File: src/rtl/traffic_light_fsm_if.sv
// -----------------------------------------------------------------------------
// traffic_light_fsm_if
//   Groups the signals between the intersection controller and its
//   environment: the interval timer (expiry flags in, restart out), the side
//   road car sensor and the lamp drivers.
//
//   car_sensor   side road vehicle present (level)
//   tMG/tMY      main green / main yellow interval expired (from timer)
//   tSG/tSY      side green / side yellow interval expired (from timer)
//   start        timer restart, wired to the timer's sync reset
//   main_lights  {red, yellow, green} for the main road
//   side_lights  {red, yellow, green} for the side road
//   fault        watchdog fault latched
//
//   master: the controller (drives start, lamps, fault)
//   slave : timer / sensor / lamp side
// -----------------------------------------------------------------------------
interface traffic_light_fsm_if;
    logic       car_sensor;
    logic       tMG;
    logic       tMY;
    logic       tSG;
    logic       tSY;
    logic       start;
    logic [2:0] main_lights;
    logic [2:0] side_lights;
    logic       fault;

    modport master (
        input  car_sensor, tMG, tMY, tSG, tSY,
        output start, main_lights, side_lights, fault
    );

    modport slave (
        output car_sensor, tMG, tMY, tSG, tSY,
        input  start, main_lights, side_lights, fault
    );
endinterface

File: src/rtl/traffic_light_fsm.sv
// -----------------------------------------------------------------------------
// traffic_light_fsm
//   Moore controller for a main/side road intersection. Sequences the lamps
//   MG -> MY -> SG -> SY -> MG using expiry flags from an external interval
//   timer, latches side road car requests, and runs a per-state watchdog that
//   drops into a flashing-yellow FAULT state if the timer stops reporting.
//
//   clk         rising-edge clock
//   sync_reset  synchronous, active-high reset
//   bus         traffic_light_fsm_if.master (sensor, expiry flags, start,
//               main/side lamps, fault)
//
//   WD_W       watchdog counter width
//   WD_LIMIT   cycles allowed per timed interval (2 <= WD_LIMIT < 2**WD_W)
//   FLASH_DIV  cycles per half-period of the fault flash (>= 1)
// -----------------------------------------------------------------------------
module traffic_light_fsm #(
    parameter int unsigned WD_W      = 8,
    parameter int unsigned WD_LIMIT  = 200,
    parameter int unsigned FLASH_DIV = 4
) (
    input  logic                clk,
    input  logic                sync_reset,
    traffic_light_fsm_if.master bus
);

    localparam int unsigned     FC_W    = (FLASH_DIV > 1) ? $clog2(FLASH_DIV) : 1;
    localparam logic [WD_W-1:0] WD_LAST = WD_W'(WD_LIMIT - 1);
    localparam logic [FC_W-1:0] FC_LAST = FC_W'(FLASH_DIV - 1);

    typedef enum logic [2:0] {
        S_MG,
        S_MY,
        S_SG,
        S_SY,
        S_FAULT
    } state_t;

    state_t          state_q,     state_d;
    logic            start_q,     start_d;
    logic            done_q,      done_d;
    logic            car_req_q,   car_req_d;
    logic            flash_q,     flash_d;
    logic            fault_q,     fault_d;
    logic [WD_W-1:0] wd_cnt_q,    wd_cnt_d;
    logic [FC_W-1:0] flash_cnt_q, flash_cnt_d;
    logic [2:0]      main_q,      main_d;
    logic [2:0]      side_q,      side_d;

    logic v_mg, v_my, v_sg, v_sy;
    logic advance;
    logic waiting;
    logic wd_expired;

    always_comb begin
        // Flags seen during the start cycle still reflect the old timer count.
        v_mg = bus.tMG && !start_q;
        v_my = bus.tMY && !start_q;
        v_sg = bus.tSG && !start_q;
        v_sy = bus.tSY && !start_q;

        state_d     = state_q;
        advance     = 1'b0;
        done_d      = done_q;
        car_req_d   = car_req_q;
        wd_cnt_d    = wd_cnt_q;
        flash_d     = flash_q;
        flash_cnt_d = flash_cnt_q;
        main_d      = main_q;
        side_d      = side_q;

        unique case (state_q)
            S_MG: if ((done_q || v_mg) && (car_req_q || bus.car_sensor)) begin
                state_d = S_MY;
                advance = 1'b1;
            end
            S_MY: if (v_my) begin
                state_d = S_SG;
                advance = 1'b1;
            end
            S_SG: if (v_sg) begin
                state_d = S_SY;
                advance = 1'b1;
            end
            S_SY: if (v_sy) begin
                state_d = S_MG;
                advance = 1'b1;
            end
            default: ;
        endcase

        // Green interval already served in MG: waiting for a car is not a fault,
        // including the very cycle the expiry arrives.
        waiting    = (state_q == S_MG) && (done_q || v_mg);
        wd_expired = (state_q != S_FAULT) && !start_q && (wd_cnt_q == WD_LAST)
                     && !waiting && !advance;
        if (wd_expired) begin
            state_d = S_FAULT;
        end

        if (state_d != state_q) begin
            done_d = 1'b0;
        end else if ((state_q == S_MG) && v_mg) begin
            done_d = 1'b1;
        end

        // Entry to SG consumes the request; sensor is only watched in MG/MY.
        if ((state_q == S_MY) && (state_d == S_SG)) begin
            car_req_d = 1'b0;
        end else if (((state_q == S_MG) || (state_q == S_MY)) && bus.car_sensor) begin
            car_req_d = 1'b1;
        end

        if (start_q) begin
            wd_cnt_d = '0;
        end else if (!((state_q == S_MG) && done_q) && (state_q != S_FAULT)) begin
            wd_cnt_d = wd_cnt_q + 1'b1;
        end

        if ((state_d == S_FAULT) && (state_q != S_FAULT)) begin
            flash_d     = 1'b0;
            flash_cnt_d = '0;
        end else if (state_q == S_FAULT) begin
            if (flash_cnt_q == FC_LAST) begin
                flash_cnt_d = '0;
                flash_d     = !flash_q;
            end else begin
                flash_cnt_d = flash_cnt_q + 1'b1;
            end
        end

        start_d = (state_d != state_q) && (state_d != S_FAULT);
        fault_d = (state_d == S_FAULT);

        // Lamps are registered from the next state so they line up with state_q.
        unique case (state_d)
            S_MG: begin
                main_d = 3'b001;
                side_d = 3'b100;
            end
            S_MY: begin
                main_d = 3'b010;
                side_d = 3'b100;
            end
            S_SG: begin
                main_d = 3'b100;
                side_d = 3'b001;
            end
            S_SY: begin
                main_d = 3'b100;
                side_d = 3'b010;
            end
            S_FAULT: begin
                main_d = {1'b0, flash_d, 1'b0};
                side_d = {1'b0, flash_d, 1'b0};
            end
            default: ;
        endcase
    end

    always_ff @(posedge clk) begin
        if (sync_reset) begin
            state_q     <= S_MG;
            start_q     <= 1'b1;
            done_q      <= 1'b0;
            car_req_q   <= 1'b0;
            wd_cnt_q    <= '0;
            flash_q     <= 1'b0;
            flash_cnt_q <= '0;
            fault_q     <= 1'b0;
            main_q      <= 3'b001;
            side_q      <= 3'b100;
        end else begin
            state_q     <= state_d;
            start_q     <= start_d;
            done_q      <= done_d;
            car_req_q   <= car_req_d;
            wd_cnt_q    <= wd_cnt_d;
            flash_q     <= flash_d;
            flash_cnt_q <= flash_cnt_d;
            fault_q     <= fault_d;
            main_q      <= main_d;
            side_q      <= side_d;
        end
    end

    assign bus.start       = start_q;
    assign bus.main_lights = main_q;
    assign bus.side_lights = side_q;
    assign bus.fault       = fault_q;

endmodule

File: src/flat_wrapper.sv
// flat-port wrapper written by rule: the top's interface ports become plain ports
module traffic_light_fsm_flat 
#(
    parameter int unsigned WD_W      = 8,
    parameter int unsigned WD_LIMIT  = 200,
    parameter int unsigned FLASH_DIV = 4
)
  (clk, sync_reset, bus_car_sensor, bus_tMG, bus_tMY, bus_tSG, bus_tSY, bus_start, bus_main_lights, bus_side_lights, bus_fault);
  traffic_light_fsm_if bus_i ();
  input  logic clk;
  input  logic sync_reset;
  input wire logic [$bits(bus_i.car_sensor)-1:0] bus_car_sensor;
  input wire logic [$bits(bus_i.tMG)-1:0] bus_tMG;
  input wire logic [$bits(bus_i.tMY)-1:0] bus_tMY;
  input wire logic [$bits(bus_i.tSG)-1:0] bus_tSG;
  input wire logic [$bits(bus_i.tSY)-1:0] bus_tSY;
  output wire logic [$bits(bus_i.start)-1:0] bus_start;
  output wire logic [$bits(bus_i.main_lights)-1:0] bus_main_lights;
  output wire logic [$bits(bus_i.side_lights)-1:0] bus_side_lights;
  output wire logic [$bits(bus_i.fault)-1:0] bus_fault;
  assign bus_i.car_sensor = bus_car_sensor;
  assign bus_i.tMG = bus_tMG;
  assign bus_i.tMY = bus_tMY;
  assign bus_i.tSG = bus_tSG;
  assign bus_i.tSY = bus_tSY;
  assign bus_start = bus_i.start;
  assign bus_main_lights = bus_i.main_lights;
  assign bus_side_lights = bus_i.side_lights;
  assign bus_fault = bus_i.fault;
  traffic_light_fsm #(.WD_W(WD_W), .WD_LIMIT(WD_LIMIT), .FLASH_DIV(FLASH_DIV)) u_core (.clk(clk), .sync_reset(sync_reset), .bus(bus_i));
endmodule
File: config.mk
export PLATFORM = sky130hd
export DESIGN_NAME = traffic_light_fsm_flat
export DESIGN_NICKNAME = d
export VERILOG_FILES = /design/src/rtl/traffic_light_fsm_if.sv /design/src/rtl/traffic_light_fsm.sv /design/src/flat_wrapper.sv
export SDC_FILE = /design/constraint.sdc
export NUM_CORES = 1
export LEC_CHECK = 0
export CAP_MARGIN = 20
export CORE_ASPECT_RATIO = 1.5
export CORE_MARGIN = 1
export CORE_UTILIZATION = 39
export CTS_CLUSTER_DIAMETER = 40
export DETAILED_ROUTE_END_ITERATION = 8
export PLACE_DENSITY = 0.6
export SETUP_SLACK_MARGIN = 0.05
export SLEW_MARGIN = 30
export SYNTH_ARGS = -nofsm -noshare
export SYNTH_HDL_FRONTEND = slang
export SYNTH_SLANG_ARGS = --single-unit
File: constraint.sdc
create_clock -name clk -period 5.8 [get_ports clk]
set_input_delay 1.45 -clock clk [delete_from_list [all_inputs] [get_ports clk]]
set_output_delay 1.45 -clock clk [all_outputs]
set_load 0.02 [all_outputs]
# Word-level counts from Yosys, hierarchy flattened
# Index checks and enable logic that the tools add are counted.
word_totals:
  reg_bits: 24
  inputBits: 7
  wordCells: 77
classes:
  n_mux: 17
  add_sub_neg: 2
  reduce_logical: 35
  n_eq_ne: 13
ops:
  columns: ["cell", "count"]
  rows:
  - ["$pmux 3 s4", 3]
  - ["$logic_and 1x1->1", 17]
  - ["$mux 3", 5]
  - ["$eq 3x2->1 const B", 4]
  - ["$reduce_or 2->1", 6]
  - ["$add 8x1->8 const B", 1]
  - ["$eq 8x8->1 const B", 1]
  - ["$reduce_bool 4->1", 2]
  - ["$mux 1", 7]
  - ["$eq 3x1->1 const B", 2]
  - ["$eq 3x3->1 const B", 2]
  - ["$logic_not 3->1", 2]
  - ["$ne 3x3->1 const B", 2]
  - ["$logic_not 1->1", 5]
  - ["$pmux 1 s4", 1]
  - ["$logic_or 1x1->1", 3]
  - ["$ne 3x3->1", 1]
  - ["$add 2x1->2 const B", 1]
  - ["$eq 2x2->1 const B", 1]
  - ["$mux 2", 1]

# Logic depth before layout (Yosys ltp)
# Gate-level depths: netlist of the first run.
logic_depth:
  ltp_word: 13
  mapped_depth: 7
  ltp_nobuf: 5

# Worst setup path before layout of the first run
# No wires, ideal clock.
synth_path:
  kind: "input port to flip-flop"
  startpoint: "input port bus_tSG"
  endpoint: "register u_core.main_q[1] (netlist: u_core.bus.main_lights[1])"
  path_slack_ns: 3.099
  cell_stages: 6
  setup_ns: 0.137
  arrival_ns: 2.564
  cell_sequence: "mux2_2 -> a2111oi_4 -> nand3b_2 -> buf_6 -> a21oi_1 -> a211oi_2"
synth_via:
  elab_chain_len: 10
synth_rtl:
  columns: ["item", "line", "rtl"]
  rows:
  - ["start, declared", "flat_wrapper.sv:15", "input wire logic [$bits(bus_i.tSG)-1:0] bus_tSG;"]
  - ["$logic_and 1x1->1 (*)", "traffic_light_fsm.sv:59", "v_sg = bus.tSG && !start_q;"]
  - ["$mux 1", "traffic_light_fsm.sv:81", "S_SG: if (v_sg) begin"]
  - ["$pmux 1 s4", "traffic_light_fsm.sv:72", "unique case (state_q)"]
  - ["$logic_not 1->1", "traffic_light_fsm.sv:96", "&& !waiting && !advance;"]
  - ["$logic_and 1x1->1", "traffic_light_fsm.sv:96", null]
  - ["$mux 3 (*)", "traffic_light_fsm.sv:97", "if (wd_expired) begin"]
  - ["$eq 3x3->1", "traffic_light_fsm.sv:120, traffic_light_fsm.sv:136", null]
  - ["$logic_and 1x1->1", "traffic_light_fsm.sv:120", "if ((state_d == S_FAULT) && (state_q != S_FAULT)) begin"]
  - ["$mux 1", "traffic_light_fsm.sv:120", null]
  - ["$pmux 3 s4", "traffic_light_fsm.sv:136", "unique case (state_d)"]
  - ["end signal, assigned", "traffic_light_fsm.sv:182", "main_q <= main_d;"]
  - ["end, declared", "traffic_light_fsm.sv:47", "logic [2:0] main_q, main_d;"]
# Every way passes the cells marked *; elsewhere a longest branch is shown, timed or not.
# A chain may end at the register's enable or synchronous reset.

# Worst setup path after layout of the first run
layout_path:
  startpoint: "input port bus_tSG"
  endpoint: "register u_core.flash_cnt_q[0]"
layout_via:
  elab_chain_len: 9
layout_rtl:
  columns: ["item", "line", "rtl"]
  rows:
  - ["$logic_and 1x1->1 (*)", "traffic_light_fsm.sv:59", null]
  - ["$mux 1", "traffic_light_fsm.sv:81", null]
  - ["$pmux 1 s4", "traffic_light_fsm.sv:72", null]
  - ["$logic_not 1->1", "traffic_light_fsm.sv:96", null]
  - ["$logic_and 1x1->1", "traffic_light_fsm.sv:96", null]
  - ["$mux 3 (*)", "traffic_light_fsm.sv:97", null]
  - ["$eq 3x3->1 (*)", "traffic_light_fsm.sv:120", null]
  - ["$logic_and 1x1->1 (*)", "traffic_light_fsm.sv:120", null]
  - ["$reduce_or 2->1 (no source line) (*)", null, null]
  - ["end signal, assigned", "traffic_light_fsm.sv:180", "flash_cnt_q <= flash_cnt_d;"]
  - ["end, declared", "traffic_light_fsm.sv:46", "logic [FC_W-1:0] flash_cnt_q, flash_cnt_d;"]
# Marked as above.

==> qor.yml, run 1 <==
status: "complete, no violations"
cts_num_sinks: 24
max_slew.worst_pin.slew_ps: 547
die_h_um: 69.4
ys_seq_area_share_pct: 40.6
rsz0062_at_grt: "no"
fin_crit_sh_pct: 54.0
nets: 154
p_sw_mw: 0.0904
grt_overflow: 0
synth-edff-count: 0
cts_buffer_depth: 2
syn_to_final_growth_pct: 17.7
cp.required_ps: 5950
crit_fanout: 13
end_kind: "flop"
die_w_um: 47.0
min_period_ps: 3130
wl_per_cell_um: 13.4
cts_buffers: 3
drtAntennaViolNets: 0
fmax_mhz: 319
p_int_mw: 0.259
initial_core_util_pct: 41.0
p_leak_nw: 0.482
drtIter0Drc: 31
io_pins: 15
netSwitchingFraction_pct: 25.9
synth.area.top_cells: "dfxtp_1 41%, nor2_1 5.4%, a21oi_1 3.4%"
grt_pass1_wl_um: 4060
vdd_drop_max_mv: 0.130
synth_cells: 132
post-cts-setup-buffers: 0
clkLatencyLatePin_ps: 260
dp_hpwl_um: 1840
finalHoldViolCount: 0
fin_tns_setup_ps: 0
clockRootBuffer: "clkbuf_8"
layout-drive-gt1-share_pct: 9.72
holdBufCountCts: 0
seq_power_share_pct: 52.4
combPwrFrac_pct: 15.7
numPortBuffers: 14
power-per-cell-area_mw_per_mm2: 251
async_flop_share_pct: 0
synth_top_area_cell: "dfxtp_1"
cap_violations: 0
routed_wirelength_um: 2440
cts.htree.levels: 1
row_count: 24
track_usage_pct: 16.7
drv_slew: 0
clockPowerShare_pct: 31.9
grt_pass1_vias: 917
slew_headroom_pct: 63.4
finalWeightedCongestion: 0.780
dr_total_vias: 986
n_antenna_cell: 0
cts_tree: "built"
min_path_type: "reg2reg"
drc: 0
die_area_mm2: 0.00326
ys_warn_count: 0
finalSetupViolations: 0
ctsResizeCount: 0
synth_nets: 141
first_pass_iters: 4
antenna_found_initial: 0
coreArea_mm2: 0.00288
clkTransAtPathRegs_ps: 80
power_mw: 0.349
via_per_inst: 5.39
synth_area_mm2: 0.00118
cp.arrival_ps: 3280
synthFlopType: "dfxtp_1"
synth.distinct_cells: 45
yosysTopAreaCellShare_pct: 40.6
synth-seq-cells: 24
syn_avg_cell_area_um2: 8.96
grt_max_degree: 16
crit_type: "in2reg"
clock_skew_ps: 1.91
worstSetupStartpointType: "primary input"
[cells by family (layout without fill, tap and decap cells)]
logic type	after synthesis	count (layout)	share of synthesized area, %
AO/OA/AOI/OAI	30	30	19.8
XOR/XNOR	8	8	5.93
adder cells (fa/ha/maj)	2	2	2.12
buffers and inverters	10	22	4.23
flip-flops	24	24	40.6
multiplexers	3	3	2.65
AND/OR/NAND/NOR	55	55	24.7
[worst max-delay path, stage by stage]
cell,delay [ps]
clkdlybuf4s50_1,450
mux2_2,310
a2111oi_4,360
nand3b_2,290
or2b_1,360
nor2_1,80
[area by class of cell]
cell class	count	area (um2)
Tap cell	39	48.8
Clock buffer	4	55.1
Timing Repair Buffer	14	140
Inverter	4	15.0
Sequential cell	24	480
Fill cell	295	1490
Multi-Input combinational cell	98	652
[worst paths after layout]
| kind | cells after the start | startpoint | slack [ps] | end |
|---|---|---|---|---|
| worst min register to register | 2 | u_core.bus.side_lights[0] | 470 | u_core.bus.side_lights[0] |
| worst max register to register | 5 | u_core.state_q[1] | 3580 | u_core.flash_cnt_q[0] |
| worst min-delay path | 2 | u_core.bus.side_lights[0] | 470 | u_core.bus.side_lights[0] |
| worst max-delay path | 6 | bus_tSG | 2670 | u_core.flash_cnt_q[0] |
[state kept, by name (all words and copies together), names as in the netlist]
register,count
u_core.car_req_q,1
u_core.bus.side_lights,3
u_core.flash_q,1
u_core.wd_cnt_q,8
u_core.flash_cnt_q,2
u_core.state_q,3
u_core.done_q,1
u_core.bus.main_lights,3
u_core.bus.start,1
u_core.bus.fault,1
[cells in the mapped netlist (all sizes together), types with 2 or more instances]
| master | number |
|---|---|
| xnor2 | 4 |
| dfxtp | 24 |
| inv | 4 |
| a21oi | 8 |
| or2 | 2 |
| nor3 | 5 |
| nor2 | 19 |
| or4b | 2 |
| a31oi | 5 |
| o31ai | 3 |
| a211oi | 2 |
| ha | 2 |
| mux2i | 2 |
| or3 | 2 |
| buf | 3 |
| clkbuf | 3 |
| xor2 | 4 |
| nand2 | 9 |
| nand3 | 7 |
| o21ai | 3 |
[layer usage]
layer | part of all wire, % | vias up | track usage, %
li1 | - | 494 | -
met1 | 41 | 466 | 19.8
met2 | 54 | 20 | 27.8
met3 | 2.7 | 6 | 2.86
met4 | 1.8 | 0 | 7.30
met5 | 0 | - | 0
[placed cells by master (no fill, tap or decap), types with 2 or more instances in the layout]
cell,n
dfxtp_1,24
nor2_1,17
clkdlybuf4s50_1,14
nand2_1,9
a21oi_1,8
nand3_1,7
nor3_1,5
inv_1,4
a31oi_1,4
xnor2_1,4
xor2_1,4
clkbuf_8,4
o31ai_1,3
o21ai_0,3
mux2i_1,2
nor2_2,2
or2_2,2
or3_1,2
ha_1,2
[power by group through the flow]
stage | clock network [mW] | logic [mW] | registers, mW
5_1_grt | 0.122 | 0.0604 | 0.184
3_3_place_gp | 0 | 0.0545 | 0.187
6_report | 0.112 | 0.0547 | 0.183
4_1_cts | 0.116 | 0.0551 | 0.183
2_1_floorplan | 0 | 0.0346 | 0.187
3_5_place_dp | 0 | 0.0549 | 0.187
[through the flow]
stage	cells	area, um2	hold WS, ps	utilization, %	worst slack [ps]
detailed placement	179	1340	465	46.4	2390
CTS	183	1390	477	48.3	2660
finish	183	1390	473	48.3	2670
global placement	179	1340	449	46.4	2410
floorplan	132	1180	440	-	3100
global route	183	1390	498	48.3	2580
No activity file was read; power rests on OpenSTA's default activity.
==> run 2, diff against run 1 <==
==> constraint.sdc (replaced) <==
create_clock -name clk -period 3.21 [get_ports clk]
set_input_delay 0.8025 -clock clk [delete_from_list [all_inputs] [get_ports clk]]
set_output_delay 0.8025 -clock clk [all_outputs]
set_load 0.02 [all_outputs]
==> qor.yml, run 2 (synthesis results as in run 1) <==
stdcell_area_mm2: 0.00139
finalWeightedCongestion: 0.772
nets: 154
via_per_inst: 5.51
die_w_um: 47.0
finalHoldViolCount: 0
cts.htree.levels: 1
cts_tree: "built"
drv_slew: 0
first_pass_iters: 4
die_h_um: 69.4
r2r_start: "u_core.state_q[1]"
n_antenna_cell: 0
grt_pass1_vias: 976
dpl_cell_area_mm2: 0.00134
syn_to_final_growth_pct: 17.7
crit_fanout: 13
drtAntennaViolNets: 0
cp.required_ps: 3360
dr_total_vias: 1008
ctsResizeCount: 0
end_kind: "flop"
layout_commonest_cell: "dfxtp_1"
routed_wirelength_um: 2590
fin_crit_sh_pct: 78.8
clkLatencyLatePin_ps: 270
final_cell_mix: "24 x dfxtp_1, 17 x nor2_1, 14 x clkdlybuf4s50_1, 9 x nand2_1, 8 x a21oi_1"
slew_headroom_pct: 62.5
final_core_util_pct: 48.3
min_path_type: "reg2reg"
clockRootBuffer: "clkbuf_8"
stdcell_count: 183
row_count: 24
initial_core_util_pct: 41.0
cts_buffer_depth: 2
cts_num_sinks: 24
power-per-cell-area_mw_per_mm2: 455
largest_register_ffs: 8
holdBufCountCts: 0
die_area_mm2: 0.00326
fin_hold_ws_ps: 461
io_pins: 15
layout-drive-gt1-share_pct: 9.72
fin_tns_setup_ps: 0
grt_pass1_wl_um: 4350
cts_buffers: 3
post-cts-setup-buffers: 0
cap_violations: 0
track_usage_pct: 17.9
min-delay-start: "u_core.bus.side_lights[0]"
finalSetupViolations: 0
grt_max_degree: 16
crit_path_start: "bus_tSG"
max_slew.worst_pin.slew_ps: 561
worstSetupStartpointType: "primary input"
min_period_ps: 2530
dp_hpwl_um: 1920
p_leak_nw: 0.482
fin_ws_ps: 682
power_mw: 0.633
vdd_drop_max_mv: 0.291
dp_cells: 179
coreArea_mm2: 0.00288
status: "complete, no violations"
wl_per_cell_um: 14.2
numPortBuffers: 14
fmax_mhz: 395
clock_skew_ps: 3.83
drc: 0
largest-register: "u_core.wd_cnt_q"
clkTransAtPathRegs_ps: 80
cp.arrival_ps: 2680
drtIter0Drc: 30
antenna_found_initial: 0
crit_type: "in2reg"
rsz0062_at_grt: "no"
place_ws_ps: 417
grt_overflow: 0
-- run 2: cell counts in the layout (fill, tap and decap cells not counted) --
Identical to the previous run, type by type.
-- run 2: cell type report --
| type | count | area [um2] |
|---|---|---|
| clock buffers | 4 | 55.1 |
| flip-flops and latches | 24 | 480 |
| fillers | 305 | 1490 |
| multi-input cells | 98 | 652 |
| well taps | 39 | 48.8 |
| inverters | 4 | 15.0 |
| repair buffers | 14 | 140 |
-- run 2: final timing paths --
path / end / slack, ps / depth (start not counted)
max: u_core.bus.main_lights[2] / 680 / 6
min: u_core.bus.side_lights[0] / 460 / 2
max reg2reg: u_core.bus.main_lights[2] / 940 / 5
min reg2reg: u_core.bus.side_lights[0] / 460 / 2
-- run 2: where the power goes --
part,total [mW],switching [mW],internal (mW)
Sequential,0.331,0.0197,0.312
Combinational,0.0989,0.0520,0.0468
Clock,0.203,0.0934,0.109
-- run 2: metal layers --
layer	share of wire [%]	track usage (%)	up-vias
met5	0	0	-
met4	1.7	8.25	0
met3	3.6	2.60	4
met2	52	29.8	29
met1	42	21.4	479
li1	-	-	496
-- run 2: worst max-delay path, stage by stage --
cell and delay [ps]:
clkdlybuf4s50_1 450, mux2_2 310, a2111oi_4 360, nand3b_2 300
or2b_1 370, nor2_1 100
